[config.mk]
export PLATFORM = sky130hd
export DESIGN_NAME = cv32e40p_instr_obi_fetch
export DESIGN_NICKNAME = d
export VERILOG_FILES = /design/src/rtl/cv32e40p_instr_obi_fetch.sv
export SDC_FILE = /design/constraint.sdc
export NUM_CORES = 1
export LEC_CHECK = 0
export CORE_MARGIN = 2
export CORE_UTILIZATION = 30
export CTS_CLUSTER_SIZE = 8
export DETAILED_ROUTE_END_ITERATION = 10
export GPL_TIMING_DRIVEN = 0
export PLACE_DENSITY = 0.6
export SYNTH_ARGS = -nofsm -noshare
export SYNTH_HDL_FRONTEND = slang
export SYNTH_SLANG_ARGS = --single-unit
[constraint.sdc]
create_clock -name clk -period 5.22 [get_ports clk]
set_clock_uncertainty 0.2 [all_clocks]
set_input_delay 0.783 -clock clk [delete_from_list [all_inputs] [get_ports clk]]
set_output_delay 0.783 -clock clk [all_outputs]
set_load 0.1 [all_outputs]
[src/rtl/cv32e40p_instr_obi_fetch.sv]
// rtl/cv32e40p_instr_obi_fetch.sv - OBI instruction fetch front end with response FIFO and branch flush
// Optional: CV32E40P_FETCH_ERR_EN stores instr_err_i per entry and drives fetch_err_o.
module cv32e40p_instr_obi_fetch #(
    parameter int DEPTH           = 2,
    parameter int MAX_OUTSTANDING = 2
) (
    input  logic        clk,
    input  logic        rst_n,
    input  logic        req_i,
    input  logic        branch_i,
    input  logic [31:0] branch_addr_i,
    input  logic        fetch_ready_i,
    output logic        fetch_valid_o,
    output logic [31:0] fetch_rdata_o,
    output logic        fetch_err_o,
    output logic        instr_req_o,
    output logic [31:0] instr_addr_o,
    input  logic        instr_gnt_i,
    input  logic        instr_rvalid_i,
    input  logic [31:0] instr_rdata_i,
    input  logic        instr_err_i,
    output logic        busy_o
);
    localparam int AW = $clog2(DEPTH);
    localparam int CW = $clog2(DEPTH + 1);
    localparam int OW = $clog2(MAX_OUTSTANDING + 1);

    typedef enum logic [1:0] {IDLE, REQ, REQ_BRPEND} state_t;

    state_t        state, state_nxt;
    logic [31:0]   next_addr, next_addr_nxt;
    logic [31:0]   br_addr, br_addr_nxt;
    logic [31:0]   branch_tgt;
    logic [OW-1:0] outstanding, out_nxt;
    logic [OW-1:0] discard_cnt, discard_nxt;
    logic [CW-1:0] fifo_cnt, fifo_cnt_nxt;
    logic [CW:0]   space_used;
    logic [AW-1:0] wptr, rptr;
    logic [31:0]   data_q [DEPTH];
    logic          gnt_fire, push, pop, issue_ok;

    assign branch_tgt  = {branch_addr_i[31:2], 2'b00};
    assign instr_req_o = (state != IDLE);
    assign gnt_fire    = instr_req_o & instr_gnt_i;
    assign busy_o      = instr_req_o | (outstanding != '0);

    // Responses owed to a killed stream are dropped; the branch cycle drops its own rvalid too.
    assign push = instr_rvalid_i & ~branch_i & (discard_cnt == '0);
    assign pop  = fetch_valid_o & fetch_ready_i & ~branch_i;

    // Issue decision looks at next-cycle occupancy so every in-flight response has a slot.
    always_comb begin
        out_nxt      = outstanding + OW'(gnt_fire) - OW'(instr_rvalid_i);
        fifo_cnt_nxt = branch_i ? '0 : fifo_cnt + CW'(push) - CW'(pop);
        space_used   = (CW+1)'(fifo_cnt_nxt) + (CW+1)'(out_nxt);
        issue_ok     = req_i & (out_nxt < OW'(MAX_OUTSTANDING))
                     & (space_used < (CW+1)'(DEPTH));
        if (branch_i) begin
            discard_nxt = out_nxt;
        end else begin
            discard_nxt = discard_cnt
                        - OW'(instr_rvalid_i && (discard_cnt != '0))
                        + OW'((state == REQ_BRPEND) && instr_gnt_i);
        end
    end

    always_comb begin
        state_nxt     = state;
        next_addr_nxt = next_addr;
        br_addr_nxt   = br_addr;
        instr_addr_o  = next_addr;
        case (state)
            IDLE: begin
                if (branch_i) begin
                    instr_addr_o  = branch_tgt;
                    next_addr_nxt = branch_tgt;
                end
                if (issue_ok) state_nxt = REQ;
            end
            REQ: begin
                if (instr_gnt_i) begin
                    next_addr_nxt = branch_i ? branch_tgt : next_addr + 32'd4;
                    state_nxt     = issue_ok ? REQ : IDLE;
                end else if (branch_i) begin
                    br_addr_nxt = branch_tgt;
                    state_nxt   = REQ_BRPEND;
                end
            end
            REQ_BRPEND: begin
                // The held request belongs to the old stream; its grant is never counted as live.
                if (instr_gnt_i) begin
                    next_addr_nxt = branch_i ? branch_tgt : br_addr;
                    state_nxt     = issue_ok ? REQ : IDLE;
                end else if (branch_i) begin
                    br_addr_nxt = branch_tgt;
                end
            end
            default: state_nxt = IDLE;
        endcase
    end

    always_ff @(posedge clk or negedge rst_n) begin
        if (!rst_n) begin
            state       <= IDLE;
            next_addr   <= '0;
            br_addr     <= '0;
            outstanding <= '0;
            discard_cnt <= '0;
            fifo_cnt    <= '0;
            wptr        <= '0;
            rptr        <= '0;
        end else begin
            state       <= state_nxt;
            next_addr   <= next_addr_nxt;
            br_addr     <= br_addr_nxt;
            outstanding <= out_nxt;
            discard_cnt <= discard_nxt;
            fifo_cnt    <= fifo_cnt_nxt;
            if (branch_i) begin
                wptr <= '0;
                rptr <= '0;
            end else begin
                if (push) wptr <= wptr + AW'(1);
                if (pop)  rptr <= rptr + AW'(1);
            end
        end
    end

    always_ff @(posedge clk) begin
        if (push) data_q[wptr] <= instr_rdata_i;
    end

    assign fetch_valid_o = (fifo_cnt != '0);
    assign fetch_rdata_o = fetch_valid_o ? data_q[rptr] : '0;

`ifdef CV32E40P_FETCH_ERR_EN
    logic err_q [DEPTH];
    logic unused_sig;

    always_ff @(posedge clk) begin
        if (push) err_q[wptr] <= instr_err_i;
    end

    assign fetch_err_o = fetch_valid_o & err_q[rptr];
    assign unused_sig  = ^branch_addr_i[1:0];
`else
    logic unused_sig;

    assign fetch_err_o = 1'b0;
    assign unused_sig  = ^{branch_addr_i[1:0], instr_err_i};
`endif

    assert property (@(posedge clk) disable iff (!rst_n)
        instr_rvalid_i |-> (outstanding != '0));
    assert property (@(posedge clk) disable iff (!rst_n)
        (push && (fifo_cnt == CW'(DEPTH))) |-> pop);

endmodule

==> run summary, run 1 <==
The number of antenna violations at the first check in global routing is 1. The via count of the first global-routing pass is 6053. The insertion delay to the later sink of the worst-skew pair is 0.42 ns. STA classifies the critical path endpoint as a primary output. For this run, the detailed router's first-pass iteration total came to 5. The total vias in the final route is 6161. The cell count after synthesis is 692. The tightest hold margin came out at 0.0588 ns. The share of total power dissipated in sequential elements is 0.277.

The global-route wire length before repair is 34.4 mm. The net count of the finished layout is 931. The total count of hold-check failures in the final report came to 0. The number of synthesized register bits came out at 138.

The max capacitance violation total came out at 0. The max-slew violation count is 0. The yosys synthesis warning count came out at 0.

The number of clock sinks seen by CTS came out at 138. The worst-case headroom to the max-slew limit is 0.310. The run finished with clean final reports. The sequential-to-total area share from yosys stat came out at 0.498. The combinational group share of total power is 0.536.

STA puts the critical path data required time at 4.24 ns. The count of nets left with antenna violations after detail routing came out at 0. The number of buffers added on ports came out at 135. Leaving out fill and tap cells, the most frequent cells in the layout are sky130_fd_sc_hd__clkdlybuf4s50_1 (104), sky130_fd_sc_hd__dfrtp_1 (74), sky130_fd_sc_hd__mux2_2 (65). The detailed-route wire length came out at 22.2 mm. The startpoint type of the worst setup path is an input pin.

The number of primary I/O pins is 140. The highest clock frequency the design can meet came out at 0.197 GHz. The CTS tree is built. The worst-path maximum fanout is 10. The total number of H-tree levels came out at 4. The most used flip-flop cell after synthesis is sky130_fd_sc_hd__dfrtp_1. The ratio of final minimum period to clock period is 0.970.

The half-perimeter wire length after placement is 15.8 mm. The cell-internal power came out at 3.01 mW. Setup repair after global routing left no endpoint under its margin. In this run the cell area of the synthesized design comes to 7570 um2. The number of diodes is 0. Counting flops with a built-in enable in the synthesized netlist gives 64. The actual transition at the worst max-transition pin is 1.03 ns. The proportion of layout cells with a drive suffix above 1 came out at 0.184. Of the total power, the clock network draws 0.187. The switching power came out at 3.18 mW.

Clock tree synthesis selected as its root buffer the cell sky130_fd_sc_hd__clkbuf_16. The signal arrival time at the worst endpoint is 4.08 ns. The worst setup path is of the input pin to primary output kind.

Power comes to 6.19 mW. The fraction of power spent switching nets came out at 0.514. The number of DRC violations after detailed-routing iteration 0 came out at 475. The total die area came out at 26500 um2.

The global-route congestion overflow total is 0. The placed cell area is 9400 um2. The maximum buffer depth of the clock tree is 2. The wire length per cell after detailed routing came out at 18.7 um. In the routed design, unresolved DRC markers number 0.

The worst supply voltage drop on vdd is 0.000481 V. Averaged over all synthesized cells, the footprint is 10.9 um2. The number of vias per cell after detailed routing came out at 5.18. The cell leakage power is 3.72 nW.

The floorplan step set the die width to 163 um. The minimum clock period after layout came out at 5.06 ns. The type of the tightest min-delay check is input pin to async pin. The final RePlAce weighted congestion came out at 0.919.

The setup violation total in the final timing report is 0. The layout overhead on the synthesized area is 29.7%. Entering global routing, the biggest net connects 53 pins. The number of filler cells placed in the layout came out at 2446.

The fraction of registers with async set/reset is 0.536. Synthesis produced a netlist with a net count of 776. The number of rows created at floorplan came out at 58.

The starting density of the core is 0.303. The library cell used most frequently in the layout, excluding fill and tap cells, is sky130_fd_sc_hd__clkdlybuf4s50_1. The final instance area came out at 9820 um2. After routing, the total negative slack on setup checks comes to 0 ns. The post-CTS repair timing setup buffer count is 0. For this run, the total global-route usage over all layers was measured as 0.170.

The chip height came out at 163 um. Synthesis instantiated 74 different standard cells from the library. The power density normalized to cell area is 630 nW/um2. The number of buffers inserted during clock tree synthesis is 17. The post-CTS clock slew at the launch and capture registers of the worst setup and hold paths is 0.06 ns. The region available for standard cell placement spans 25000 um2.
==> critical path, cell delays in order <==
cell	delay (ns)
sky130_fd_sc_hd__clkdlybuf4s50_1	0.55
sky130_fd_sc_hd__buf_2	0.25
sky130_fd_sc_hd__buf_1	0.60
sky130_fd_sc_hd__nand2_1	0.41
sky130_fd_sc_hd__mux2_2	0.33
sky130_fd_sc_hd__clkdlybuf4s50_1	1.14
==> routing by layer <==
metal	vias up	global-route usage	share of wire
li1	2872	-	-
met1	2973	0.226	0.45
met2	275	0.269	0.46
met3	39	0.0410	0.075
met4	2	0.0591	0.019
met5	-	0	0.00059
==> power groups by stage <==
stage	Clock, mW	Sequential [mW]	Combinational, mW
final	1.16	1.72	3.32
after global routing	1.23	1.75	3.53
after CTS	1.18	1.71	3.35
after detailed placement	0	1.73	3.41
after global placement	0	1.72	3.37
after floorplan	0	1.64	2.61
==> cell type report <==
| type | instances | area (um2) | area share |
|---|---|---|---|
| well taps | 330 | 413 | 0.0420 |
| plain buffers | 47 | 199 | 0.0202 |
| repair buffers | 137 | 1270 | 0.129 |
| inverters | 29 | 109 | 0.0111 |
| multi-input cells | 477 | 3500 | 0.357 |
| clock buffers | 17 | 425 | 0.0433 |
| clock inverters | 15 | 133 | 0.0135 |
| flip-flops and latches | 138 | 3770 | 0.384 |
==> through the flow <==
step | setup slack, ns | util | cells
after floorplan | 0.445 | - | 692
after global placement | -0.416 | 0.374 | 1157
after detailed placement | -0.490 | 0.376 | 1159
after CTS | 0.00346 | 0.397 | 1191
after global routing | 0.0355 | 0.394 | 1190
final | 0.156 | 0.394 | 1190
==> cell families after synthesis <==
logic type / count (synthesis) / synth area share
DFF: 138 / 0.498
xor gates and xnor gates: 11 / 0.0137
AOI/OAI and AO/OA: 140 / 0.123
and+or+nand+nor: 190 / 0.130
muxes: 123 / 0.173
other: 1 / 0.000495
buffers and inverters: 77 / 0.0410
adders and majority gates: 12 / 0.0208
==> flip-flops by register name, indices dropped and copies added, names as in the netlist <==
register / flops
next_addr: 32
data_q: 64
wptr: 1
discard_cnt: 2
outstanding: 2
rptr: 1
fifo_cnt: 2
br_addr: 32
state: 2
==> cell usage after synthesis, drive strengths merged (3+ instances only) <==
cell type | n | area share
o21ai | 37 | 0.024
a221oi | 5 | 0.0058
nand2 | 55 | 0.027
nor2 | 62 | 0.031
buf | 18 | 0.012
o22ai | 17 | 0.014
xor2 | 4 | 0.0046
nor4 | 10 | 0.013
a31oi | 3 | 0.0025
a211oi | 3 | 0.0030
ha | 11 | 0.018
edfxtp | 64 | 0.25
a2bb2oi | 4 | 0.0046
clkbuf | 30 | 0.015
and2 | 7 | 0.0058
dfrtp | 74 | 0.24
nor3 | 8 | 0.0073
o311ai | 3 | 0.0035
or3 | 5 | 0.0041
a32oi | 4 | 0.0046
o41ai | 3 | 0.0045
a21oi | 29 | 0.019
xnor2 | 7 | 0.0091
a22oi | 7 | 0.0069
inv | 28 | 0.014
a221o | 3 | 0.0040
nand3 | 16 | 0.011
nor2b | 3 | 0.0025
mux2 | 66 | 0.098
mux2i | 57 | 0.075
nand4 | 8 | 0.010
==> what timing repair did <==
action                     CTS  global route
setup endpoints to repair   29            29
hold buffers                 0             0
resized for setup           29            56
==> worst paths after layout <==
kind / from / to / slack (ns) / cells past startpoint
worst max-delay path: branch_i / instr_addr_o[5] / 0.16 / 6
worst max register to register: state[0]$_DFFE_PN0P_ / state[0]$_DFFE_PN0P_ / 1.23 / 13
worst min register to register: br_addr[2]$_DFFE_PN0P_ / br_addr[2]$_DFFE_PN0P_ / 0.29 / 2
min in group clk: br_addr[2]$_DFFE_PN0P_ / br_addr[2]$_DFFE_PN0P_ / 0.29 / 2
worst min-delay path: rst_n / br_addr[10]$_DFFE_PN0P_ / 0.06 / 1
max in group asynchronous: rst_n / next_addr[18]$_DFFE_PN0P_ / 4.18 / 2
(Power assumes the default switching activity.)
==> run 2: changes to the inputs <==
CORE_UTILIZATION = 45   (was 30)
PLACE_DENSITY = 0.79   (was 0.6)
==> run 2 against run 1 <==
Effect of this change: clock-buffer cell count up 1; fmax down 2.8%; sequential share of layout area up 0.27 points; register-to-register slack better by 0.05 ns; first-iteration DRC count up 33%; utilization up 20 points; largest cell class unchanged; highest routed layer unchanged.
==> run summary, run 2 (synthesis gave the netlist of run 1 again) <==
The combined global-route utilization of all metal layers is 0.232 (+0.0626). CTS placed an instance of sky130_fd_sc_hd__clkbuf_16 at the clock tree root. The wire length per cell after detailed routing came out at 19.1 um (+2.4%).

The count of nets left with antenna violations after detail routing came out at 0 (unchanged). TritonCTS built the clock tree. The number of diodes came out at 0 (unchanged).

The global-route congestion overflow total came out at 0 (unchanged). The required time of the worst setup path came out at 4.24 ns (about the same). The final RePlAce weighted congestion is 0.924 (+0.54%). The actual transition at the worst max-transition pin is 1.03 ns (+0.00132 ns).

The register ranked first by flip-flop count is data_q. The number of remaining DRC errors is 0 (unchanged). The insertion delay to the later sink of the worst-skew pair is 0.43 ns (about the same).

The flow ran to the end, and the final reports show no timing, DRC or antenna violations. The number of detailed-routing iterations run before antenna repair is 5 (unchanged). The cell leakage power came out at 3.72 nW (+0.13%). The number of clock sinks seen by CTS came out at 138 (unchanged). The slack of the worst reg-to-reg path is 1.28 ns (+0.05 ns). The ratio of final minimum period to clock period came to 0.998 (+0.0280). The max capacitance violation total was 0 (unchanged). The proportion of layout cells with a drive suffix above 1 is 0.153 (-0.0302).

The largest net degree at the start of global routing is 48 (-9.4%). The total power consumption of the routed design came out at 6.15 mW (-0.64%). The number of primary I/O pins is 140 (unchanged). The signal arrival time at the worst endpoint is 4.23 ns (+0.15 ns).

The total count of hold-check failures in the final report came out at 0 (unchanged). The setup violation total in the final timing report came out at 0 (unchanged). The total die area is 17900 um2 (-33%).

The path type of the worst setup path is input pin to primary output. The maximum buffer depth of the clock tree is 2 (unchanged). The number of standard cells in the layout, taps in and fillers out is 1080 (-9.2%). The starting density of the core is 0.458 (+0.155). The number of vias per cell after detailed routing came out at 5.86 (+13%). The area of the core came out at 16500 um2 (-34%). The number of rows created at floorplan came out at 47 (-19%).

The net count of the finished layout is 931 (unchanged). The post-CTS clock slew at the launch and capture registers of the worst setup and hold paths came out at 0.06 ns (about the same). The power density normalized to cell area is 630 nW/um2 (about the same). The number of buffers added on ports was 135 (unchanged).

The chip height is 134 um (-18%). The number of placed cells counting well taps is 1048 (-9.6%). The number of antenna violations at the first check in global routing is 1 (unchanged).

The largest registers in the layout are data_q: 64 flops, br_addr: 32 flops, next_addr: 32 flops. The number of buffers inserted during clock tree synthesis came out at 17 (unchanged). The worst setup path is captured at a primary output. The number of flip-flops in the largest register came to 64 (unchanged). The width of the die came to 134 um (-18%). The detailed-route wire length is 20.6 mm (-7.1%). The global-route wire length before repair is 32.2 mm (-6.2%). The total number of H-tree levels is 4 (unchanged).

The layout overhead on the synthesized area is 28.9%. The total vias in the final route is 6332 (+2.8%). The commonest non-fill, non-tap cell in the layout is sky130_fd_sc_hd__clkdlybuf4s50_1.

The number of DRC violations after detailed-routing iteration 0 is 630 (+33%). The minimum clock period after layout came out at 5.21 ns (+0.146 ns). The half-perimeter wire length after placement came to 14.2 mm (-10%). In this run the worst hold path is classified as input pin to async pin. The highest clock frequency the design can meet came out at 0.192 GHz (-2.8%).

The via count of the first global-routing pass came out at 5989 (-1.1%). The worst-case headroom to the max-slew limit came out at 0.314 (+0.00401). The max-slew violation count is 0 (unchanged). Leaving out fill and tap cells, the most frequent cells in the layout are sky130_fd_sc_hd__clkdlybuf4s50_1 (107), sky130_fd_sc_hd__dfrtp_1 (74), sky130_fd_sc_hd__mux2_2 (65). The startpoint type of the worst setup path is an input pin. The worst-path maximum fanout came out at 10 (unchanged).

The worst supply voltage drop on vdd came out at 0.000491 V (+2.0%). The post-CTS repair timing setup buffer count is 0 (unchanged).
-- run 2: cell count changes in the layout (fill, tap and decap cells not counted), moves of 2 or more --
cell and change:
sky130_fd_sc_hd__clkdlybuf4s15_1 +2, sky130_fd_sc_hd__clkdlybuf4s50_1 +3, sky130_fd_sc_hd__clkinv_4 +3, sky130_fd_sc_hd__clkbuf_1 +2, sky130_fd_sc_hd__clkinv_2 +2, sky130_fd_sc_hd__clkbuf_2 -25
sky130_fd_sc_hd__inv_8 -4, sky130_fd_sc_hd__dlygate4sd2_1 +21
-- run 2: layer usage --
| metal | GRT usage | up-vias | routed length (um) |
|---|---|---|---|
| met5 | 0 | - | 13 |
| met4 | 0.101 | 2 | 588 |
| met3 | 0.0540 | 57 | 1920 |
| met2 | 0.382 | 371 | 9900 |
| met1 | 0.294 | 3026 | 8230 |
| li1 | - | 2876 | - |
-- run 2: what timing repair did --
action,CTS,global route
setup endpoints to repair,26,6
hold buffers,0,0
pin swaps,0,0
resized for setup,29,4
-- run 2: power by group --
part	internal, mW	leakage (nW)	switching [mW]	total [mW]
Clock	0.616	0.262	0.496	1.11
Combinational	0.963	1.98	2.36	3.32
Sequential	1.45	1.48	0.269	1.71
-- run 2: stage by stage --
step                hold slack (ns)  TNS (ns)  worst slack, ns  utilization  cell area [um2]
floorplan                     0.250         0            0.445            -             7570
global placement              0.266     -4.14           -0.325        0.557             9200
detailed placement            0.277     -5.20           -0.367        0.559             9240
CTS                          0.0882         0           0.0705        0.590             9750
global route                 0.0983  -0.00197         -0.00143        0.590             9760
finish                       0.0841         0           0.0101        0.590             9760
-- run 2: cell type report --
cell class              instances  area (um2)
plain buffers                  48         203
clock buffers                  18         429
clock inverters                14         113
fillers                      1420        6770
inverters                      29         109
multi-input cells             477        3500
flip-flops and latches        138        3770
well taps                     220         275
repair buffers                136        1350
-- run 2: worst paths after layout --
path                                             start  cells after the start                      end
min in group clk                br_addr[1]$_DFFE_PN0P_                      1   br_addr[1]$_DFFE_PN0P_
worst min-delay path                             rst_n                      1  br_addr[16]$_DFFE_PN0P_
worst min register to register  br_addr[1]$_DFFE_PN0P_                      1   br_addr[1]$_DFFE_PN0P_
worst max-delay path                          branch_i                      7          instr_addr_o[1]
worst max register to register    state[0]$_DFFE_PN0P_                     13     state[0]$_DFFE_PN0P_
max in group asynchronous                        rst_n                      2  br_addr[27]$_DFFE_PN0P_
-- run 2: critical path, cell delays in order --
cell and delay, ns:
sky130_fd_sc_hd__clkdlybuf4s50_1 0.54, sky130_fd_sc_hd__buf_2 0.25, sky130_fd_sc_hd__buf_1 0.63, sky130_fd_sc_hd__nand2_1 0.41, sky130_fd_sc_hd__clkbuf_1 0.38, sky130_fd_sc_hd__and2_1 0.26, sky130_fd_sc_hd__clkdlybuf4s50_1 0.96
==> run 3: changes to the inputs <==
CTS_CLUSTER_DIAMETER = 50   (was default)
==> results of run 3 <==
No change in the layout: final DEF, timing and power equal those of run 2.
